<file path="config.mk">
export PLATFORM = sky130hd
export DESIGN_NAME = mc_controller
export DESIGN_NICKNAME = d
export VERILOG_FILES = /design/src/rtl/mc_pkg.sv /design/src/rtl/mc_ctrl_outdec.sv /design/src/rtl/mc_controller.sv
export SDC_FILE = /design/constraint.sdc
export NUM_CORES = 1
export LEC_CHECK = 0
export ABC_AREA = 0
export CORE_MARGIN = 1
export CORE_UTILIZATION = 37
export DETAILED_ROUTE_END_ITERATION = 16
export PLACE_DENSITY_LB_ADDON = 0.12
export SYNTH_ARGS = -nofsm -noshare
export SYNTH_HDL_FRONTEND = slang
export SYNTH_SLANG_ARGS = --single-unit
</file>
<file path="constraint.sdc">
create_clock -name clk -period 1.75 [get_ports clk]
set_clock_uncertainty 0.2 [all_clocks]
set_input_delay 0.175 -clock clk [delete_from_list [all_inputs] [get_ports clk]]
set_output_delay 0.175 -clock clk [all_outputs]
set_load 0.02 [all_outputs]
</file>
<file path="src/rtl/mc_pkg.sv">
// Shared encodings for the multicycle RV32I control FSM and its datapath muxes.
package mc_pkg;

    localparam int unsigned STATE_W = 4;

    localparam logic [STATE_W-1:0] S_FETCH    = 4'd0;
    localparam logic [STATE_W-1:0] S_DECODE   = 4'd1;
    localparam logic [STATE_W-1:0] S_MEMADR   = 4'd2;
    localparam logic [STATE_W-1:0] S_MEMREAD  = 4'd3;
    localparam logic [STATE_W-1:0] S_MEMWB    = 4'd4;
    localparam logic [STATE_W-1:0] S_MEMWRITE = 4'd5;
    localparam logic [STATE_W-1:0] S_EXECUTER = 4'd6;
    localparam logic [STATE_W-1:0] S_EXECUTEI = 4'd7;
    localparam logic [STATE_W-1:0] S_ALUWB    = 4'd8;
    localparam logic [STATE_W-1:0] S_BEQ      = 4'd9;
    localparam logic [STATE_W-1:0] S_JAL      = 4'd10;

    typedef enum logic [STATE_W-1:0] {
        FETCH    = S_FETCH,
        DECODE   = S_DECODE,
        MEMADR   = S_MEMADR,
        MEMREAD  = S_MEMREAD,
        MEMWB    = S_MEMWB,
        MEMWRITE = S_MEMWRITE,
        EXECUTER = S_EXECUTER,
        EXECUTEI = S_EXECUTEI,
        ALUWB    = S_ALUWB,
        BEQ      = S_BEQ,
        JAL      = S_JAL
    } state_t;

    localparam logic [6:0] OP_LW  = 7'b0000011;
    localparam logic [6:0] OP_SW  = 7'b0100011;
    localparam logic [6:0] OP_R   = 7'b0110011;
    localparam logic [6:0] OP_I   = 7'b0010011;
    localparam logic [6:0] OP_BEQ = 7'b1100011;
    localparam logic [6:0] OP_JAL = 7'b1101111;

    localparam logic [1:0] ALUOP_ADD   = 2'b00;
    localparam logic [1:0] ALUOP_SUB   = 2'b01;
    localparam logic [1:0] ALUOP_FUNCT = 2'b10;

    localparam logic [1:0] RES_ALUOUT    = 2'b00;
    localparam logic [1:0] RES_DATA      = 2'b01;
    localparam logic [1:0] RES_ALURESULT = 2'b10;

    localparam logic [1:0] SRCA_PC    = 2'b00;
    localparam logic [1:0] SRCA_OLDPC = 2'b01;
    localparam logic [1:0] SRCA_RS1   = 2'b10;

    localparam logic [1:0] SRCB_RS2  = 2'b00;
    localparam logic [1:0] SRCB_IMM  = 2'b01;
    localparam logic [1:0] SRCB_FOUR = 2'b10;

    // Raw per-state control vector before reset, zero and handshake gating.
    typedef struct packed {
        logic       pcupdate;
        logic       branch;
        logic       adrsrc;
        logic       memwrite;
        logic       irwrite;
        logic       regwrite;
        logic       retire;
        logic [1:0] resultsrc;
        logic [1:0] alusrca;
        logic [1:0] alusrcb;
        logic [1:0] aluop;
    } ctrl_t;

endpackage

</file>
<file path="src/rtl/mc_ctrl_outdec.sv">
// Moore decode of FSM state into the raw control vector.
module mc_ctrl_outdec
    import mc_pkg::*;
(
    input  state_t state,
    output ctrl_t  ctrl
);

    always_comb begin
        ctrl = '0;
        case (state)
            FETCH: begin
                ctrl.irwrite   = 1'b1;
                ctrl.pcupdate  = 1'b1;
                ctrl.alusrca   = SRCA_PC;
                ctrl.alusrcb   = SRCB_FOUR;
                ctrl.aluop     = ALUOP_ADD;
                ctrl.resultsrc = RES_ALURESULT;
            end
            DECODE: begin
                ctrl.alusrca = SRCA_OLDPC;
                ctrl.alusrcb = SRCB_IMM;
                ctrl.aluop   = ALUOP_ADD;
            end
            MEMADR: begin
                ctrl.alusrca = SRCA_RS1;
                ctrl.alusrcb = SRCB_IMM;
                ctrl.aluop   = ALUOP_ADD;
            end
            MEMREAD: begin
                ctrl.adrsrc    = 1'b1;
                ctrl.resultsrc = RES_ALUOUT;
            end
            MEMWB: begin
                ctrl.resultsrc = RES_DATA;
                ctrl.regwrite  = 1'b1;
                ctrl.retire    = 1'b1;
            end
            MEMWRITE: begin
                ctrl.adrsrc    = 1'b1;
                ctrl.resultsrc = RES_ALUOUT;
                ctrl.memwrite  = 1'b1;
                ctrl.retire    = 1'b1;
            end
            EXECUTER: begin
                ctrl.alusrca = SRCA_RS1;
                ctrl.alusrcb = SRCB_RS2;
                ctrl.aluop   = ALUOP_FUNCT;
            end
            EXECUTEI: begin
                ctrl.alusrca = SRCA_RS1;
                ctrl.alusrcb = SRCB_IMM;
                ctrl.aluop   = ALUOP_FUNCT;
            end
            ALUWB: begin
                ctrl.resultsrc = RES_ALUOUT;
                ctrl.regwrite  = 1'b1;
                ctrl.retire    = 1'b1;
            end
            BEQ: begin
                ctrl.alusrca   = SRCA_RS1;
                ctrl.alusrcb   = SRCB_RS2;
                ctrl.aluop     = ALUOP_SUB;
                ctrl.resultsrc = RES_ALUOUT;
                ctrl.branch    = 1'b1;
                ctrl.retire    = 1'b1;
            end
            JAL: begin
                ctrl.alusrca   = SRCA_OLDPC;
                ctrl.alusrcb   = SRCB_FOUR;
                ctrl.aluop     = ALUOP_ADD;
                ctrl.resultsrc = RES_ALUOUT;
                ctrl.pcupdate  = 1'b1;
            end
            default: ctrl = '0;
        endcase
    end

endmodule

</file>
<file path="src/rtl/mc_controller.sv">
// Main control FSM of the multicycle RV32I core.
// Optional MC_CTRL_MEM_WAIT_EN: FETCH/MEMREAD/MEMWRITE stall until mem_ready.
module mc_controller
    import mc_pkg::*;
(
    input  logic       clk,
    input  logic       reset,
    input  logic [6:0] op,
    input  logic       zero,
    input  logic       mem_ready,
    output logic       PCWrite,
    output logic       AdrSrc,
    output logic       MemWrite,
    output logic       IRWrite,
    output logic [1:0] ResultSrc,
    output logic [1:0] ALUSrcA,
    output logic [1:0] ALUSrcB,
    output logic [1:0] ALUOp,
    output logic       RegWrite,
    output logic       illegal_op,
    output logic       retire
);

    state_t state;
    state_t state_nxt;
    state_t dec_state;
    ctrl_t  ctrl;
    logic   mem_go;
    logic   op_legal;

`ifdef MC_CTRL_MEM_WAIT_EN
    assign mem_go = mem_ready;
`else
    logic unused_mem_ready;
    assign mem_go           = 1'b1;
    assign unused_mem_ready = mem_ready;
`endif

    // Reset presents FETCH selects regardless of the abandoned state.
    assign dec_state = reset ? FETCH : state;

    assign op_legal = (op == OP_LW) || (op == OP_SW) || (op == OP_R) ||
                      (op == OP_I)  || (op == OP_BEQ) || (op == OP_JAL);

    mc_ctrl_outdec u_outdec (
        .state (dec_state),
        .ctrl  (ctrl)
    );

    always_ff @(posedge clk) begin
        if (reset) begin
            state <= FETCH;
        end else begin
            state <= state_nxt;
        end
    end

    always_comb begin
        state_nxt  = state;
        PCWrite    = 1'b0;
        MemWrite   = 1'b0;
        IRWrite    = 1'b0;
        RegWrite   = 1'b0;
        illegal_op = 1'b0;
        retire     = 1'b0;
        AdrSrc     = ctrl.adrsrc;
        ResultSrc  = ctrl.resultsrc;
        ALUSrcA    = ctrl.alusrca;
        ALUSrcB    = ctrl.alusrcb;
        ALUOp      = ctrl.aluop;

        case (state)
            FETCH:    if (mem_go) state_nxt = DECODE;
            DECODE: begin
                case (op)
                    OP_LW, OP_SW: state_nxt = MEMADR;
                    OP_R:         state_nxt = EXECUTER;
                    OP_I:         state_nxt = EXECUTEI;
                    OP_BEQ:       state_nxt = BEQ;
                    OP_JAL:       state_nxt = JAL;
                    default:      state_nxt = FETCH;
                endcase
            end
            MEMADR:   state_nxt = (op == OP_LW) ? MEMREAD : MEMWRITE;
            MEMREAD:  if (mem_go) state_nxt = MEMWB;
            MEMWB:    state_nxt = FETCH;
            MEMWRITE: if (mem_go) state_nxt = FETCH;
            EXECUTER: state_nxt = ALUWB;
            EXECUTEI: state_nxt = ALUWB;
            ALUWB:    state_nxt = FETCH;
            BEQ:      state_nxt = FETCH;
            JAL:      state_nxt = ALUWB;
            default:  state_nxt = FETCH;
        endcase

        // Write enables are suppressed for the whole reset cycle.
        if (!reset) begin
            IRWrite    = ctrl.irwrite & mem_go;
            PCWrite    = (ctrl.pcupdate & ((state != FETCH) | mem_go)) |
                         (ctrl.branch & zero);
            MemWrite   = ctrl.memwrite;
            RegWrite   = ctrl.regwrite;
            retire     = ctrl.retire & ((state != MEMWRITE) | mem_go);
            illegal_op = (state == DECODE) & ~op_legal;
        end
    end

endmodule
</file>
# After elaboration in Yosys (flattened, before gate mapping)
# Cells that the tools add are included.
dict set report word_totals {
  out_inout_bits 15
  register_bits 4
  wordCells 59
  in_bits 11
}
dict set report op_classes {
  bitwise 4
  reduce_logical 13
  muxes 19
  n_eq_ne 22
}
# cell count
set op_table {}
lappend op_table {{$pmux W6 S7} 1}
lappend op_table {{$pmux W4 S5} 2}
lappend op_table {{$eq A4 B3 Y1 const B} 6}
lappend op_table {{$eq A4 B2 Y1 const B} 4}
lappend op_table {{$eq A4 B4 Y1 const B} 4}
lappend op_table {{$eq A7 B6 Y1 const B} 2}
lappend op_table {{$eq A7 B7 Y1 const B} 2}
lappend op_table {{$mux W1} 13}
lappend op_table {{$eq A4 B1 Y1 const B} 2}
lappend op_table {{$logic_not A4 Y1} 2}
lappend op_table {{$reduce_or A2 Y1} 4}
lappend op_table {{$eq A7 B2 Y1 const B} 1}
lappend op_table {{$eq A7 B5 Y1 const B} 1}
lappend op_table {{$logic_or A1 B1 Y1} 5}
lappend op_table {{$mux W4} 1}
lappend op_table {{$pmux W2 S2} 1}
lappend op_table {{$reduce_or A4 Y1} 1}
lappend op_table {{$mux W3} 1}
lappend op_table {{$reduce_or A3 Y1} 1}
lappend op_table {{$and A1 B1 Y1} 2}
lappend op_table {{$not A1 Y1} 1}
lappend op_table {{$or A1 B1 Y1} 1}

# Depth between registers and ports, before layout
dict set report logic_depth {
  depth_word 9
  mapped_depth 5
  depth_no_buf 4
}

# Hierarchy
# A second synthesis with hierarchy kept.
dict set report unflattened {
  hier_cells 70
  area_unflattened_um2 550.5
}
# mod instances seq_area_each_um2 cells_per_inst area_per_inst_um2
set by_module_without_submodules {}
lappend by_module_without_submodules {mc_controller 1 80.1 41 346.6}
lappend by_module_without_submodules {mc_ctrl_outdec 1 0.0 29 203.9}

# Worst setup path after synthesis
# No wires, ideal clock.
dict set report synth_path {
  kind {register -> output}
  from {register state[1]}
  to {output port ALUSrcB[0]}
  path_stages_with_launch 4
  slack_ps -396
  required_ps 1375
  t_arrival_ps 1771
  path_buffers 1
  path_cell_list {dfxtp_1 -> buf_2 -> nand2_1 -> a2111oi_0}
}
dict set report synth_between {
  elab_chain_cells 3
  elab_cells_between_ends 9
  cone_classes {eq/ne (6); mux (2); reduce/logical (1)}
}
# item line_no
set synth_rtl {}
lappend synth_rtl {{start, declared} mc_controller.sv:24} ;# state_t state;
lappend synth_rtl {{start signal, assigned} mc_controller.sv:54} ;# state <= state_nxt;
lappend synth_rtl {{$mux W4 *} mc_controller.sv:40} ;# assign dec_state = reset ? FETCH : state;
lappend synth_rtl {{$eq A4 B4 Y1 (tied with other cells)} mc_ctrl_outdec.sv:11} ;# case (state)
lappend synth_rtl {{$pmux W6 S7 *} mc_ctrl_outdec.sv:11}
lappend synth_rtl {{end, declared} mc_controller.sv:17} ;# output logic [1:0] ALUSrcB,
# Mark *: on every way between the ends. The rest lies on a longest branch, timed or not.

# Worst setup path in the final report
# Ends and elaborated chain as after synthesis.

==> flow_summary.rst <==
.. list-table::
   :header-rows: 1

   * - Metric
     - Value
   * - Total global routing overflow
     - 0
   * - Skew-Pair Late Insertion Delay
     - 0.24 ns
   * - Share of the yosys chip area belonging to registers
     - 16.5%
   * - CTS buffer count
     - 3
   * - NumNets Final
     - 130
   * - Core box area
     - 1160 µm²
   * - Path type of the worst min-delay path
     - in2reg
   * - Worst hold margin
     - 0.219 ns
   * - Main synth FF type
     - sky130_fd_sc_hd__dfxtp_1
   * - FF-to-FF path depth
     - 6
   * - Maximum count of clock buffers along a single path
     - 2
   * - Total nets after synthesis
     - 82
   * - Transition time at the pin with the least slew margin
     - 0.332 ns
   * - Crit path time final
     - 1.75 ns
   * - Routability congestion estimate
     - 0.784
   * - Maximum fanout encountered on the critical timing path
     - 7
   * - Flip-flop count of the largest register, all copies and words added
     - 4
   * - First drt pass iteration count
     - 4
   * - Outcome
     - finished, violations left
   * - Total number of yosys warnings
     - 0
   * - Cell leakage power
     - 0.432 nW
   * - Data arrival time of the critical path
     - 1.38 ns
   * - Fin worst setup slack
     - -0.000146 ns
   * - Die footprint
     - 1460 µm²
   * - Maximum resistive drop on vdd
     - 0.000517 V
   * - Mapped Avg Cell Area
     - 6.84 µm²
   * - Category of the worst setup path launch point
     - register
   * - Highest attainable clock frequency
     - 0.571 GHz
   * - Number of routed nets with antenna violations
     - 0
   * - Synth-to-Final Area Change
     - 93.0%
   * - Number of diodes added for antenna fixing
     - 0
   * - Routed via count
     - 681
   * - Fraction of final layout cells with drive strength greater than 1
     - 53.0%
   * - # port buffers
     - 24
   * - Final Max Slew Viols
     - 0
   * - HPWL Detailed
     - 1240 µm
   * - First-pass GRT wire length
     - 2770 µm
   * - Total Neg Setup Slack
     - -0.000146 ns
   * - Type of destination of the critical path
     - output port
   * - Largest net degree at the start of global routing
     - 9
   * - Number of flops mapped to enable cells by yosys
     - 0
   * - Netlist cell types
     - 30
   * - Tcrit/Tclk final
     - 100%
   * - Design area
     - 937 µm²
   * - Required time worst endpoint
     - 1.37 ns
   * - Global-route total usage across every layer
     - 27.3%
   * - Failing checks
     - negative setup slack
   * - R2R Setup Slk
     - 0.07 ns
   * - Ys async rst share
     - 0%
   * - Detailed router's first-iteration violation count
     - 21
   * - Leading cell types in the layout, fill and taps excluded
     - 28 x sky130_fd_sc_hd__buf_4, 7 x sky130_fd_sc_hd__nor2_1, 7 x sky130_fd_sc_hd__buf_2, 6 x sky130_fd_sc_hd__nand2_1, 6 x sky130_fd_sc_hd__a21oi_1
   * - Summed instance area of the synthesized netlist
     - 485 µm²
   * - Chip Width
     - 38.2 µm
   * - Final Setup Violations
     - 1
   * - Mean number of vias per cell
     - 5.20
   * - Num ports
     - 26
   * - Register name with the most flops
     - state
   * - Non-filler cells in the finished layout
     - 131
   * - Total power consumption of the routed design
     - 0.000360 W
   * - Clock root buffer master
     - sky130_fd_sc_hd__clkbuf_4
   * - Unrepaired setup endpoints after global routing
     - true
   * - Reg-to-reg critical path startpoint
     - state[1]
   * - Worst relative slew slack
     - 77.7%
   * - Most common cell after layout, fill and taps aside
     - sky130_fd_sc_hd__buf_4
   * - Number of max-cap violations
     - 0
   * - Cell area power density
     - 384 nW/µm²
   * - Number of remaining DRC errors
     - 0
   * - Critical path startpoint
     - state[1]
   * - Area after detailed placement
     - 906 µm²
   * - Number of sinks driven by the clock tree
     - 4
   * - Starting density of the core
     - 42.0%
   * - Y dimension of the die
     - 38.2 µm
   * - Number of placement rows
     - 12
   * - CTS tree
     - yes
   * - Final routed wirelength across all metal layers
     - 1660 µm
   * - Critical path endpoint
     - ALUSrcB[0]
   * - Critical R2R Capture
     - state[3]
   * - Synthesized netlist cell count
     - 71
   * - Register bit total from synthesis
     - 4
   * - Fin. Hold Viols
     - 0
   * - Detailed-route wire length per cell
     - 12.7 µm
   * - Initial antenna violation count
     - 0
   * - Largest regs
     - state: 4 flops
   * - # H-tree levels
     - 1
   * - Critical setup path kind
     - reg2out
   * - Clock transition at path regs
     - 0.03 ns
   * - Number of global-route vias before repair
     - 658
   * - Instance count after placement with tap cells included
     - 127
   * - Number of hold buffers added after cts
     - 0
synth_stat cells (all sizes together) (2+ instances only):
master,n,area (µm²)
a21oi,6,30.0
buf,3,15.0
clkbuf,2,7.51
dfxtp,4,80.1
nand2,6,22.5
nand2b,5,33.8
nand3,2,10.0
nand3b,2,15.0
nor2,9,33.8
nor2b,5,38.8
nor3,5,25.0
nor4,2,12.5
or3,3,18.8
xnor2,3,26.3
cells by family after synthesis:
logic type | Yosys count | share of synthesized area, %
and+or+nand+nor | 43 | 50.8
buffers and inverters | 6 | 5.41
xor gates and xnor gates | 3 | 5.41
AOI/OAI and AO/OA | 15 | 21.9
DFF | 4 | 16.5
power breakdown:
part / switching (W) / leakage (nW) / internal (W)
combinational: 0.0000649 / 0.384 / 0.0000776
clock: 0.0000420 / 0.0138 / 0.0000770
sequential: 0.00000452 / 0.0346 / 0.0000938
final cells by class:
class | count | area, µm²
Tap cell | 14 | 17.5
Timing Repair Buffer | 48 | 373
Inverter | 1 | 3.75
Sequential cell | 4 | 87.6
Clock buffer | 3 | 22.5
Multi-Input combinational cell | 61 | 433
Fill cell | 77 | 219
critical path: stages, from the launching register on:
cell and delay, ns:
sky130_fd_sc_hd__dfxtp_2 0.35, sky130_fd_sc_hd__buf_6 0.14, sky130_fd_sc_hd__nand2_1 0.08, sky130_fd_sc_hd__a2111oi_2 0.36
sky130_fd_sc_hd__buf_4 0.20
stage by stage:
step,worst slack (ns),util [%]
after global routing,-0.0607,81.1
after detailed placement,-0.453,78.4
after global placement,-0.433,78.4
after floorplan,0.0411,-
after CTS,-0.00399,78.5
final,-0.000146,81.1
repair_timing:
action                                  in CTS  in global routing
setup buffers                                0                  1
cloned                                       0                  0
endpoints found under the setup margin      15                 13
hold endpoints to repair                     0                  0
resized for setup                           72                 19
pin swaps                                    2                  3
metal layers:
metal  GRT usage, %  vias up  wire length, µm
li1               -      352                -
met1           32.6      307              780
met2           47.5       22              802
met3           7.56        0               76
met4           6.25        0                0
met5              0        -                0
worst min-delay path by stage:
stage	end	slack [ns]	cells after the start	startpoint
after floorplan	state[1]	0.15	2	op[1]
after global placement	state[2]	0.39	3	state[1]
after detailed placement	state[2]	0.39	3	state[1]
after CTS	state[1]	0.30	5	op[4]
after global routing	state[1]	0.26	5	op[5]
final	state[1]	0.22	5	op[5]
(Power assumes the default switching activity.)
